[config.mk]
export PLATFORM = sky130hd
export DESIGN_NAME = bsg_axil_fifo_master
export DESIGN_NICKNAME = d
export VERILOG_FILES = /design/src/rtl/bsg_axil_fifo_master_pkg.sv /design/src/rtl/bsg_axil_fifo_master.sv
export SDC_FILE = /design/constraint.sdc
export NUM_CORES = 1
export LEC_CHECK = 0
export CORE_MARGIN = 2
export CORE_UTILIZATION = 40
export CTS_CLUSTER_SIZE = 25
export DETAILED_ROUTE_END_ITERATION = 16
export PLACE_DENSITY = 0.84
export RECOVER_POWER = 50
export SETUP_SLACK_MARGIN = 0.1
export SYNTH_ARGS = -nofsm -noshare
export SYNTH_HDL_FRONTEND = slang
export SYNTH_SLANG_ARGS = --single-unit
[constraint.sdc]
create_clock -name clk_i -period 24.2 [get_ports clk_i]
set_input_delay 3.63 -clock clk_i [delete_from_list [all_inputs] [get_ports clk_i]]
set_output_delay 3.63 -clock clk_i [all_outputs]
set_load 0.05 [all_outputs]
[src/rtl/bsg_axil_fifo_master_pkg.sv]
// Shared constants and request bundle for the bsg ready/valid to
// AXI-Lite single-outstanding master.
package bsg_axil_fifo_master_pkg;

  localparam logic [2:0] e_idle  = 3'd0;
  localparam logic [2:0] e_write = 3'd1;
  localparam logic [2:0] e_wresp = 3'd2;
  localparam logic [2:0] e_read  = 3'd3;
  localparam logic [2:0] e_rdata = 3'd4;
  localparam logic [2:0] e_resp  = 3'd5;

  localparam logic [1:0] axil_resp_okay   = 2'b00;
  localparam logic [1:0] axil_resp_slverr = 2'b10;
  localparam logic [1:0] axil_resp_decerr = 2'b11;

endpackage

`define BSG_AXIL_FIFO_MASTER_REQ_S(aw, dw) \
  typedef struct packed { \
    logic              we; \
    logic [(aw)-1:0]   addr; \
    logic [(dw)-1:0]   data; \
    logic [(dw)/8-1:0] wstrb; \
  } bsg_axil_req_s;

[src/rtl/bsg_axil_fifo_master.sv]
// Ready/valid request stream to single AXI-Lite master transactions,
// one outstanding at a time, one response per request.
module bsg_axil_fifo_master
  import bsg_axil_fifo_master_pkg::*;
#(
  parameter int         addr_width_p = 32,
  parameter int         data_width_p = 32,
  parameter logic [2:0] prot_p       = 3'b000
) (
  input  logic                      clk_i,
  input  logic                      reset_i,

  input  logic                      req_v_i,
  output logic                      req_ready_and_o,
  input  logic                      req_we_i,
  input  logic [addr_width_p-1:0]   req_addr_i,
  input  logic [data_width_p-1:0]   req_data_i,
  input  logic [data_width_p/8-1:0] req_wstrb_i,

  output logic                      resp_v_o,
  input  logic                      resp_ready_and_i,
  output logic                      resp_we_o,
  output logic [data_width_p-1:0]   resp_data_o,
  output logic                      resp_err_o,

  output logic [addr_width_p-1:0]   m_axil_awaddr_o,
  output logic [2:0]                m_axil_awprot_o,
  output logic                      m_axil_awvalid_o,
  input  logic                      m_axil_awready_i,

  output logic [data_width_p-1:0]   m_axil_wdata_o,
  output logic [data_width_p/8-1:0] m_axil_wstrb_o,
  output logic                      m_axil_wvalid_o,
  input  logic                      m_axil_wready_i,

  input  logic [1:0]                m_axil_bresp_i,
  input  logic                      m_axil_bvalid_i,
  output logic                      m_axil_bready_o,

  output logic [addr_width_p-1:0]   m_axil_araddr_o,
  output logic [2:0]                m_axil_arprot_o,
  output logic                      m_axil_arvalid_o,
  input  logic                      m_axil_arready_i,

  input  logic [data_width_p-1:0]   m_axil_rdata_i,
  input  logic [1:0]                m_axil_rresp_i,
  input  logic                      m_axil_rvalid_i,
  output logic                      m_axil_rready_o
);

  if (!(data_width_p == 32 || data_width_p == 64)) begin : g_bad_width
    $error("bsg_axil_fifo_master: data_width_p must be 32 or 64");
  end

  `BSG_AXIL_FIFO_MASTER_REQ_S(addr_width_p, data_width_p)

  logic [2:0]              r_state;
  bsg_axil_req_s           r_req;
  logic                    r_aw_done;
  logic                    r_w_done;
  logic                    r_resp_we;
  logic                    r_resp_err;
  logic [data_width_p-1:0] r_resp_data;

  logic w_aw_fire;
  logic w_w_fire;
  logic w_aw_all;
  logic w_w_all;

  // Every ready/valid is a pure function of state: no path from req_* inputs.
  assign req_ready_and_o  = (r_state == e_idle);
  assign m_axil_awvalid_o = (r_state == e_write) & ~r_aw_done;
  assign m_axil_wvalid_o  = (r_state == e_write) & ~r_w_done;
  assign m_axil_bready_o  = (r_state == e_wresp);
  assign m_axil_arvalid_o = (r_state == e_read);
  assign m_axil_rready_o  = (r_state == e_rdata);
  assign resp_v_o         = (r_state == e_resp);

  assign m_axil_awaddr_o = r_req.addr;
  assign m_axil_awprot_o = prot_p;
  assign m_axil_wdata_o  = r_req.data;
  assign m_axil_wstrb_o  = r_req.wstrb;
  assign m_axil_araddr_o = r_req.addr;
  assign m_axil_arprot_o = prot_p;

  assign resp_we_o   = r_resp_we;
  assign resp_data_o = r_resp_data;
  assign resp_err_o  = r_resp_err;

  assign w_aw_fire = m_axil_awvalid_o & m_axil_awready_i;
  assign w_w_fire  = m_axil_wvalid_o & m_axil_wready_i;
  assign w_aw_all  = r_aw_done | w_aw_fire;
  assign w_w_all   = r_w_done | w_w_fire;

  always_ff @(posedge clk_i) begin
    if (reset_i) begin
      r_state     <= e_idle;
      r_aw_done   <= 1'b0;
      r_w_done    <= 1'b0;
      r_resp_we   <= 1'b0;
      r_resp_err  <= 1'b0;
      r_resp_data <= '0;
    end else begin
      unique case (r_state)
        e_idle: begin
          if (req_v_i) begin
            r_req.we    <= req_we_i;
            r_req.addr  <= req_addr_i;
            r_req.data  <= req_data_i;
            r_req.wstrb <= req_wstrb_i;
            r_aw_done   <= 1'b0;
            r_w_done    <= 1'b0;
            r_state     <= req_we_i ? e_write : e_read;
          end
        end
        e_write: begin
          if (w_aw_fire) r_aw_done <= 1'b1;
          if (w_w_fire)  r_w_done  <= 1'b1;
          if (w_aw_all & w_w_all) r_state <= e_wresp;
        end
        e_wresp: begin
          if (m_axil_bvalid_i) begin
            r_resp_we   <= r_req.we;
            r_resp_data <= '0;
            r_resp_err  <= (m_axil_bresp_i != axil_resp_okay);
            r_state     <= e_resp;
          end
        end
        e_read: begin
          if (m_axil_arready_i) r_state <= e_rdata;
        end
        e_rdata: begin
          if (m_axil_rvalid_i) begin
            r_resp_we   <= r_req.we;
            r_resp_data <= m_axil_rdata_i;
            r_resp_err  <= (m_axil_rresp_i != axil_resp_okay);
            r_state     <= e_resp;
          end
        end
        e_resp: begin
          if (resp_ready_and_i) r_state <= e_idle;
        end
        default: r_state <= e_idle;
      endcase
    end
  end

endmodule

==> impl_metrics.yaml <==
cts:
  cts_hold_buf: 0
  clockBufferDepth: 2
  cts-htree-levels: 3
  number_of_clock_buffers_inserted_by_tritoncts: 9
  insertion_delay_ns: 0.33
  tritoncts: "done"
  cts_setup_buffers: 0
  cts.sink_count: 108
  clkSlewWorstSetupHoldPaths_ns: 0.07
  post_cts.resized_instances: 0
  root_buffer: "clkbuf_16"
worst_setup_path:
  worst_r2r_path_depth: 3
  startpoint_type: "input port"
  r2r-end: "resp_err_o$_SDFFE_PP0P_"
  critical_path.max_stage_delay_ns: 0.73
  r2r_startpoint: "r_state[2]$_SDFFE_PP0P_"
  timing.reg2reg.setup_slack_ns: 21.87
  cell_class_contributing_the_biggest_share_of_worst_path_delay: "buffers and inverters"
  critPathSlowestCell: "buf_4"
  critical_path.max_fanout: 69
  path_cells: "dlygate4sd3_1 > clkbuf_1 > nor4b_2 > buf_4"
  critical_path_arrival_ns: 6.06
  worstPathRequired_ns: 24.16
  worst-path-buf-inv: 3
  crit_path_end_kind: "register"
  timing_worst_setup_path_type: "in -> reg"
route:
  post_drt_wl_per_cell_um: 15.81
  drt-pass1-iter-count: 4
  postRouteWirelength_um: 10750
  detail_route.vias_per_cell: 4.660
  ant_nets: 0
  route.vias.total: 3169
  remaining_drc_errors: 0
  dr.first_iter.drc_count: 129
logic_synthesis:
  synth-edff-count: 69
  ys_types: 36
  syn-instance-count: 386
  postSynth.topFlopCell: "edfxtp_1"
  total_standard_cell_area_after_synthesis_sq_um: 4571
  syn_area_per_cell_sq_um: 11.84
  synth_top_cell_area_share_pct: 45.33
  synth_seq_cells: 108
  synth-warning-count: 0
  synth_async_sr_flop_share_pct: 0
  synth.area.top_cells: "edfxtp_1 (45%), buf_4 (18%), dfxtp_1 (17%), a21oi_1 (4.2%), nand3_1 (3.6%)"
  cell_taking_the_most_area_after_synthesis: "edfxtp_1"
  synth_sequential_area_ratio_pct: 62.41
finish:
  design.final.nets: 646
  fillerInstances: 898
  syn_to_final_growth_pct: 48.02
  regArea_sq_um: 2853
  drive_gt1_share_pct: 4.469
  multiInputGateArea_sq_um: 822.0
  final_area_sq_um: 6765
  insertedDiodeCount: 0
timing:
  layout_min_cycle_time_ns: 6.098
  timing_max_transition_violations_final: 43
  post_route_clock_period_utilization_pct: 25.20
  report.final.hold_viol_count: 0
  timing.slew.headroom_pct: -19.88
  final.setup_skew_ns: 0.007896
  tightestPinTransition_ns: 1.798
  report.final.setup_viol: 0
  grt_setup_unrepaired: "no"
  final.setup.tns_ns: 0
  timing.fmax_mhz: 164.0
global_routing:
  grt_pass1_vias: 3097
  grt_antenna_before_repair: 0
  grt_first_pass_wirelength_um: 16390
  grt_start_max_net_pins: 70
  grt_overflow: 0
  grt.total_usage_pct: 16.97
hold_path:
  holdPathStages: 2
  hold_path_class: "reg -> reg"
  min-delay-start: "resp_data_o[8]$_SDFFE_PP0P_"
  min_to: "resp_data_o[8]$_SDFFE_PP0P_"
run_status:
  outcome: "finished, violations left"
  failed_checks: "capacitance limit, slew limit"
power:
  swShare_pct: 31.25
  p_leak_nw: 2.413
  post_layout_power_uw: 515.2
  cellPowerDensity_nw_per_um2: 76.15
  power.combinational.fraction_pct: 26.0
  seq_power_share_pct: 43.0
  p_int_uw: 354.2
  switching_power_uw: 161.0
  clk_pwr_share_pct: 31.0
  ir_drop_mv: 0.04027
floorplan:
  floorplan.core_area_sq_um: 11270
  design.portCount: 261
  rows: 39
  vertical_die_dimension_um: 110.9
  floorplan_die_area_sq_um: 12300
  dieWidth_um: 110.9
  start_util_pct: 40.55
place:
  port-buffer-count: 254
  place_hpwl_um: 8109
  postPlaceCellArea_sq_um: 6430
  gpl.final_weighted_congestion: 0.7414
run:
  max_cap_viol_count: 1
[registers in the layout (all words and copies together), names as in the netlist]
name / flops
m_axil_araddr_o: 32
m_axil_wdata_o: 32
resp_data_o: 32
m_axil_wstrb_o: 4
r_state: 3
r_aw_done: 1
r_req: 1
r_w_done: 1
resp_err_o: 1
resp_we_o: 1
[cells by family (layout without fill, tap and decap cells)]
group | after synthesis | count (layout) | synth area share, %
buffers and inverters | 129 | 275 | 20.15
DFF | 108 | 108 | 62.41
and+or+nand+nor | 96 | 96 | 10.73
AOI/OAI and AO/OA | 51 | 51 | 6.379
other | 1 | 6 | 0.08205
muxes | 1 | 1 | 0.2464
[cells in the mapped netlist (all sizes together) (2+ instances only)]
cell     count
nand2b       2
edfxtp      69
dfxtp       39
nor2         7
o21ai        5
a21oi       38
nor3b        7
clkbuf       5
buf        123
nand2       35
nand3       33
nand4bb      2
[final cells by class]
| cell class | instances | area share (%) |
|---|---|---|
| clock buffer | 13 | 4.328 |
| multi-input combinational | 154 | 12.15 |
| timing repair buffer | 258 | 37.97 |
| inverter | 1 | 0.05548 |
| tap | 143 | 2.645 |
| clock inverter | 3 | 0.6843 |
| sequential | 108 | 42.17 |
[cells in the final DEF, fill, tap and decap left out, drive strengths merged, types with 3 or more instances in the layout]
cell type	n
clkdlybuf4s50	99
conb	6
buf	3
nor3b	7
o21ai	5
clkbuf	14
a21oi	38
dlygate4sd3	155
edfxtp	69
nand2	35
nand3	33
nor2	7
dfxtp	39
[worst max-delay path by stage]
stage / from / end / cells past startpoint
2_1_floorplan: reset_i / m_axil_araddr_o[0]$_DFFE_PP_ / 3
3_3_place_gp: reset_i / m_axil_araddr_o[7]$_DFFE_PP_ / 4
3_5_place_dp: m_axil_rvalid_i / resp_err_o$_SDFFE_PP0P_ / 4
4_1_cts: r_state[0]$_SDFFE_PP0P_ / m_axil_arvalid_o / 3
5_1_grt: reset_i / m_axil_wdata_o[15]$_DFFE_PP_ / 4
6_report: reset_i / m_axil_wstrb_o[3]$_DFFE_PP_ / 4
[power groups by stage]
stage                     clock network (mW)  registers (mW)  logic [mW]
after floorplan                            0           0.229       0.102
after global placement                     0           0.225       0.139
after detailed placement                   0           0.226       0.140
after CTS                              0.163           0.222       0.141
after global routing                   0.172           0.223       0.140
final                                  0.160           0.221       0.134
[layer usage]
metal	part of all wire, %	GRT usage, %	vias to the layer above	wire length, um
met4	1.6	6.250	0	169
li1	-	-	1512	-
met5	0	0	-	0
met1	35	18.22	1482	3816
met2	54	30.92	159	5796
met3	9.0	5.686	16	971
[stage by stage]
| stage | setup slack, ns | util (%) | cells | hold slack [ns] |
|---|---|---|---|---|
| finish | 18.10 | 60.02 | 680 | 0.4655 |
| global route | 17.93 | 60.02 | 680 | 0.4899 |
| CTS | 18.35 | 60.05 | 680 | 0.4690 |
| detailed placement | 18.44 | 57.04 | 664 | 0.4586 |
| global placement | 18.51 | 57.04 | 664 | 0.4538 |
| floorplan | 12.41 | - | 391 | 0.4596 |
[worst register-to-register path: stages, from the launching register on]
cell,delay (ns)
dfxtp_1,0.62
and4bb_1,1.10
nor2_1,0.16
o41ai_2,0.35
No activity file was read; power rests on OpenSTA's default activity.
